==> src/rtl/alu.sv <==
// Command ALU for the UART command processor: latches a decoded command,
// computes a 6-bit result and pulses start_TX. Optional: ALU_DIV_EN (opcode 11 = DIV).
module alu (
    input  logic       clk,
    input  logic       reset,
    input  logic       cmd_valid,
    input  logic [1:0] opcode,
    input  logic [2:0] op1,
    input  logic [2:0] op2,
    output logic       start_TX,
    output logic       cmd_ack,
    output logic [5:0] result
);

    typedef enum logic [1:0] {
        IDLE,
        EXEC,
        DONE
    } state_t;

    state_t     state;
    logic [1:0] opc_q;
    logic [2:0] a_q;
    logic [2:0] b_q;
    logic [5:0] calc;
    logic [5:0] a6;
    logic [5:0] b6;

    assign a6 = {3'b000, a_q};
    assign b6 = {3'b000, b_q};

    always_comb begin
        calc = 6'd0;
        case (opc_q)
            2'b00: calc = a6 + b6;
            2'b01: calc = a6 - b6;
            2'b10: calc = a6 * b6;
            default: begin
`ifdef ALU_DIV_EN
                // a zero divisor is flagged with the all-ones marker
                if (b_q == 3'd0)
                    calc = 6'h3F;
                else
                    calc = {3'b000, a_q / b_q};
`else
                calc = {3'b000, a_q ^ b_q};
`endif
            end
        endcase
    end

    always_ff @(posedge clk or posedge reset) begin
        if (reset) begin
            state    <= IDLE;
            opc_q    <= 2'd0;
            a_q      <= 3'd0;
            b_q      <= 3'd0;
            result   <= 6'd0;
            cmd_ack  <= 1'b0;
            start_TX <= 1'b0;
        end else begin
            cmd_ack  <= 1'b0;
            start_TX <= 1'b0;
            case (state)
                IDLE: begin
                    if (cmd_valid) begin
                        opc_q   <= opcode;
                        a_q     <= op1;
                        b_q     <= op2;
                        cmd_ack <= 1'b1;
                        state   <= EXEC;
                    end
                end
                EXEC: begin
                    result   <= calc;
                    start_TX <= 1'b1;
                    state    <= DONE;
                end
                DONE: begin
                    // guard slot: commands arriving here are dropped
                    state <= IDLE;
                end
                default: state <= IDLE;
            endcase
        end
    end

endmodule

==> config.mk <==
export PLATFORM = sky130hd
export DESIGN_NAME = alu
export DESIGN_NICKNAME = d
export VERILOG_FILES = /design/src/rtl/alu.sv
export SDC_FILE = /design/constraint.sdc
export NUM_CORES = 1
export LEC_CHECK = 0
export BUFFER_PORTS_ARGS = -buffer_cell sky130_fd_sc_hd__buf_2
export CORE_UTILIZATION = 39
export DETAILED_ROUTE_END_ITERATION = 10
export MAX_ROUTING_LAYER = met4
export PLACE_DENSITY = 0.61
export SLEW_MARGIN = 20
export SYNTH_ARGS = -nofsm -noshare
export SYNTH_HDL_FRONTEND = slang
export SYNTH_SLANG_ARGS = --single-unit
==> constraint.sdc <==
create_clock -name clk -period 3.5 [get_ports clk]
set_clock_uncertainty 0.05 [all_clocks]
set_input_delay 0.35 -clock clk [delete_from_list [all_inputs] [get_ports clk]]
set_output_delay 0.35 -clock clk [all_outputs]
set_load 0.03 [all_outputs]
==> results by group <==
Setup path
  • Worst setup path class: reg2reg
  • Req. time, crit path: 3640 ps
  • Startpoint types: register
  • FF-to-FF Start: a_q[1]$_DFFE_PP0P_
  • Crit. Startpoint: a_q[1]$_DFFE_PP0P_
  • Type of element capturing the critical path: register
  • Maximum fanout along the worst path: 8
  • Worst Path Arrival: 2700 ps

Pwr
  • P_int: 517 uW
  • PD cells: 684 mW/mm2
  • Flop pwr share: 37.7%
  • Combinational Power Share: 47.7%
  • Peak supply drop: 0.459 mV
  • P_leak: 0.653 nW
  • Clock power share: 14.6%
  • Sw Ratio: 41.7%
  • Sw Pwr: 371 uW

Detailed routing
  • Metal3 WL: 65 um
  • DRT iter0 DRCs: 15
  • Vias per cell: 5.06
  • WL final: 2.06 mm
  • Total number of vias: 805
  • Detail Route Antenna Nets: 0
  • # DRC: 0
  • M1 WL: 970 um
  • WL met2: 998 um
  • Max Used Layer: met4
  • Routed wire length per instance: 12.9 um
  • Drt pass-1 iters: 6

Cells and area
  • Filler instances: 258
  • Multi-input logic area: 651 um2
  • Final cell count without fillers: 159
  • Register area: 450 um2
  • Most frequent cells in the layout: dfrtp_1 (18), buf_2 (18), ha_1 (13), nand2_1 (10), o21ai_0 (8)
  • Layout Area Growth over Synthesis: 11.6%
  • Fraction of layout cells with a size suffix above 1: 25.8%
  • Nets: 156
  • ANT cells: 0
  • Final instance area: 0.00130 mm2

Die
  • Core box area: 0.00278 mm2
  • Die Y: 56.6 um
  • Std-Cell Rows: 19
  • Die width: 56.6 um
  • Ports: 19
  • DIE AREA: 0.00321 mm2
  • Starting density of the core: 41.8%

Placement
  • Port bufs: 18
  • Placed Cells: 155
  • Placed Area: 0.00126 mm2
  • DP HPWL: 1.67 mm
  • Gpl congestion: 0.831

Clocking
  • CTS sink cnt: 18
  • Clock root cell: clkbuf_4
  • Clock slew at reported path FFs: 100 ps
  • Inserted Clock Buffers: 3
  • Worst-Skew Late Latency: 300 ps
  • Setup bufs post-CTS: 0
  • CTS Hold Bufs: 0
  • H-Tree Depth: 1
  • CTS tree: built
  • Max clock buf depth: 2
  • # resized after CTS: 0

Synth
  • Simple-gate share of the synthesized area: 17.0%
  • Post-synthesis cell count: 109
  • Mapped Nets: 136
  • Synth Area in Adders: 19.1%
  • Register bit total from synthesis: 18
  • Syn avg cell area: 10.7 um2
  • Synth Area in Compound Gates: 8.92%
  • Largest family of logic cells by synthesized area: adder cells
  • Multiplexer area fraction after synthesis: 8.60%
  • Xor and xnor area share after synthesis: 2.26%
  • Sequential share of the synthesized area: 38.7%
  • YS warnings: 0
  • Cell Area, Synth: 0.00116 mm2
  • Post-synth cell types: 31

Timing
  • Tmin final: 2560 ps
  • Period utilization: 73.1%
  • Fin. max-slew vios: 0
  • Setup TNS: 0 ps
  • RSZ-0062 raised after global routing: false
  • Rel. slew slack: 46.7%
  • Worst Max-Slew Pin Slew: 796 ps
  • Final hold vios: 0
  • F_max: 391 MHz
  • Final setup viols: 0

Global route
  • First-pass GRT wire length: 3.71 mm
  • Remaining Overflow, GRT: 0
  • Total GRT Usage: 15.6%
  • Vias in the first global route: 800
  • Initial antenna violation count: 0
  • Largest net degree at the start of global routing: 19

Job
  • Max-cap check violation count: 0

Outcome
  • Outcome: finished, final reports clean

Worst hold path
  • Worst min path class: in2async
[kinds of logic (layout without fill, tap and decap cells)]
kind of cell,after synthesis,after routing
DFF,18,18
muxes,7,7
and+or+nand+nor,36,36
adders and majority gates,16,16
xor gates and xnor gates,3,3
AOI/OAI and AO/OA,18,18
buffers and inverters,11,30
[sequential cells by signal, summed over array words and instances, names as in the netlist]
name	flops
a_q	3
b_q	3
cmd_ack	1
opc_q	2
start_TX	1
result	6
state	2
[final cells by class]
class,count,area share (%)
Clock buffer,4,2.79
Inverter,8,2.50
Multi-Input combinational cell,80,50.1
Sequential cell,18,34.7
Tap cell,31,2.99
Timing Repair Buffer,18,6.94
[critical path, stage by stage (launching register included)]
cell     delay, ps
dfrtp_1        500
ha_1           270
xnor2_1        160
ha_1           250
ha_1           230
fa_1           430
mux2i_1        140
or2_0          120
a21oi_1         60
a221o_1        260
[path summary, 6_finish.rpt]
| check | to | slack (ps) | cells after the start |
|---|---|---|---|
| setup reg to reg | result[3]$_DFFE_PP0P_ | 940 | 9 |
| max in group asynchronous | b_q[2]$_DFFE_PP0P_ | 2900 | 2 |
| hold / removal | result[3]$_DFFE_PP0P_ | 80 | 2 |
| hold reg to reg | result[1]$_DFFE_PP0P_ | 430 | 2 |
| setup / recovery | result[3]$_DFFE_PP0P_ | 940 | 9 |
| min in group clk | b_q[1]$_DFFE_PP0P_ | 200 | 3 |
[power groups by stage]
stage | clock network (mW) | registers, mW | logic (mW)
3_5_place_dp | 0 | 0.341 | 0.426
3_3_place_gp | 0 | 0.336 | 0.416
4_1_cts | 0.137 | 0.336 | 0.428
5_1_grt | 0.144 | 0.348 | 0.478
2_1_floorplan | 0 | 0.390 | 0.273
6_report | 0.130 | 0.335 | 0.423
[cells in the mapped netlist]
cell type	number	share of area [%]
a211oi_1	1	0.65
a21oi_1	5	2.2
a221o_1	1	0.86
a31o_2	1	0.75
a31oi_1	2	1.1
and2_1	4	2.2
buf_4	1	0.65
buf_6	2	1.9
dfrtp_1	18	39
fa_1	3	5.2
ha_1	13	14
inv_1	7	2.3
inv_4	1	0.54
mux2_2	2	1.9
mux2_4	3	3.9
mux2i_1	1	0.86
mux4_2	1	1.9
nand2_1	10	3.2
nand2_2	1	0.54
nand2b_4	1	1.2
nand3_1	1	0.43
nor2_1	7	2.3
nor2b_1	6	3.2
nor3_1	2	0.86
nor3b_1	1	0.65
nor3b_2	1	1.1
nor4bb_1	1	0.86
o21ai_0	8	3.4
or2_0	1	0.54
xnor2_1	1	0.75
xor2_1	2	1.5
[through the flow]
stage	power, mW	setup WS (ps)	util [%]	hold WS [ps]
floorplan	0.663	1080	-	239
global placement	0.752	990	45.4	405
detailed placement	0.766	940	45.4	414
CTS	0.901	915	46.7	104
global route	0.970	754	46.7	140
finish	0.888	941	46.7	75.8
[routing by layer]
metal / vias up / global-route usage, %
li1: 411 / -
met4: 0 / 4.18
met5: - / -
met1: 374 / 19.8
met3: 4 / 4.84
met2: 16 / 24.4
No activity file was read; power rests on OpenSTA's default activity.
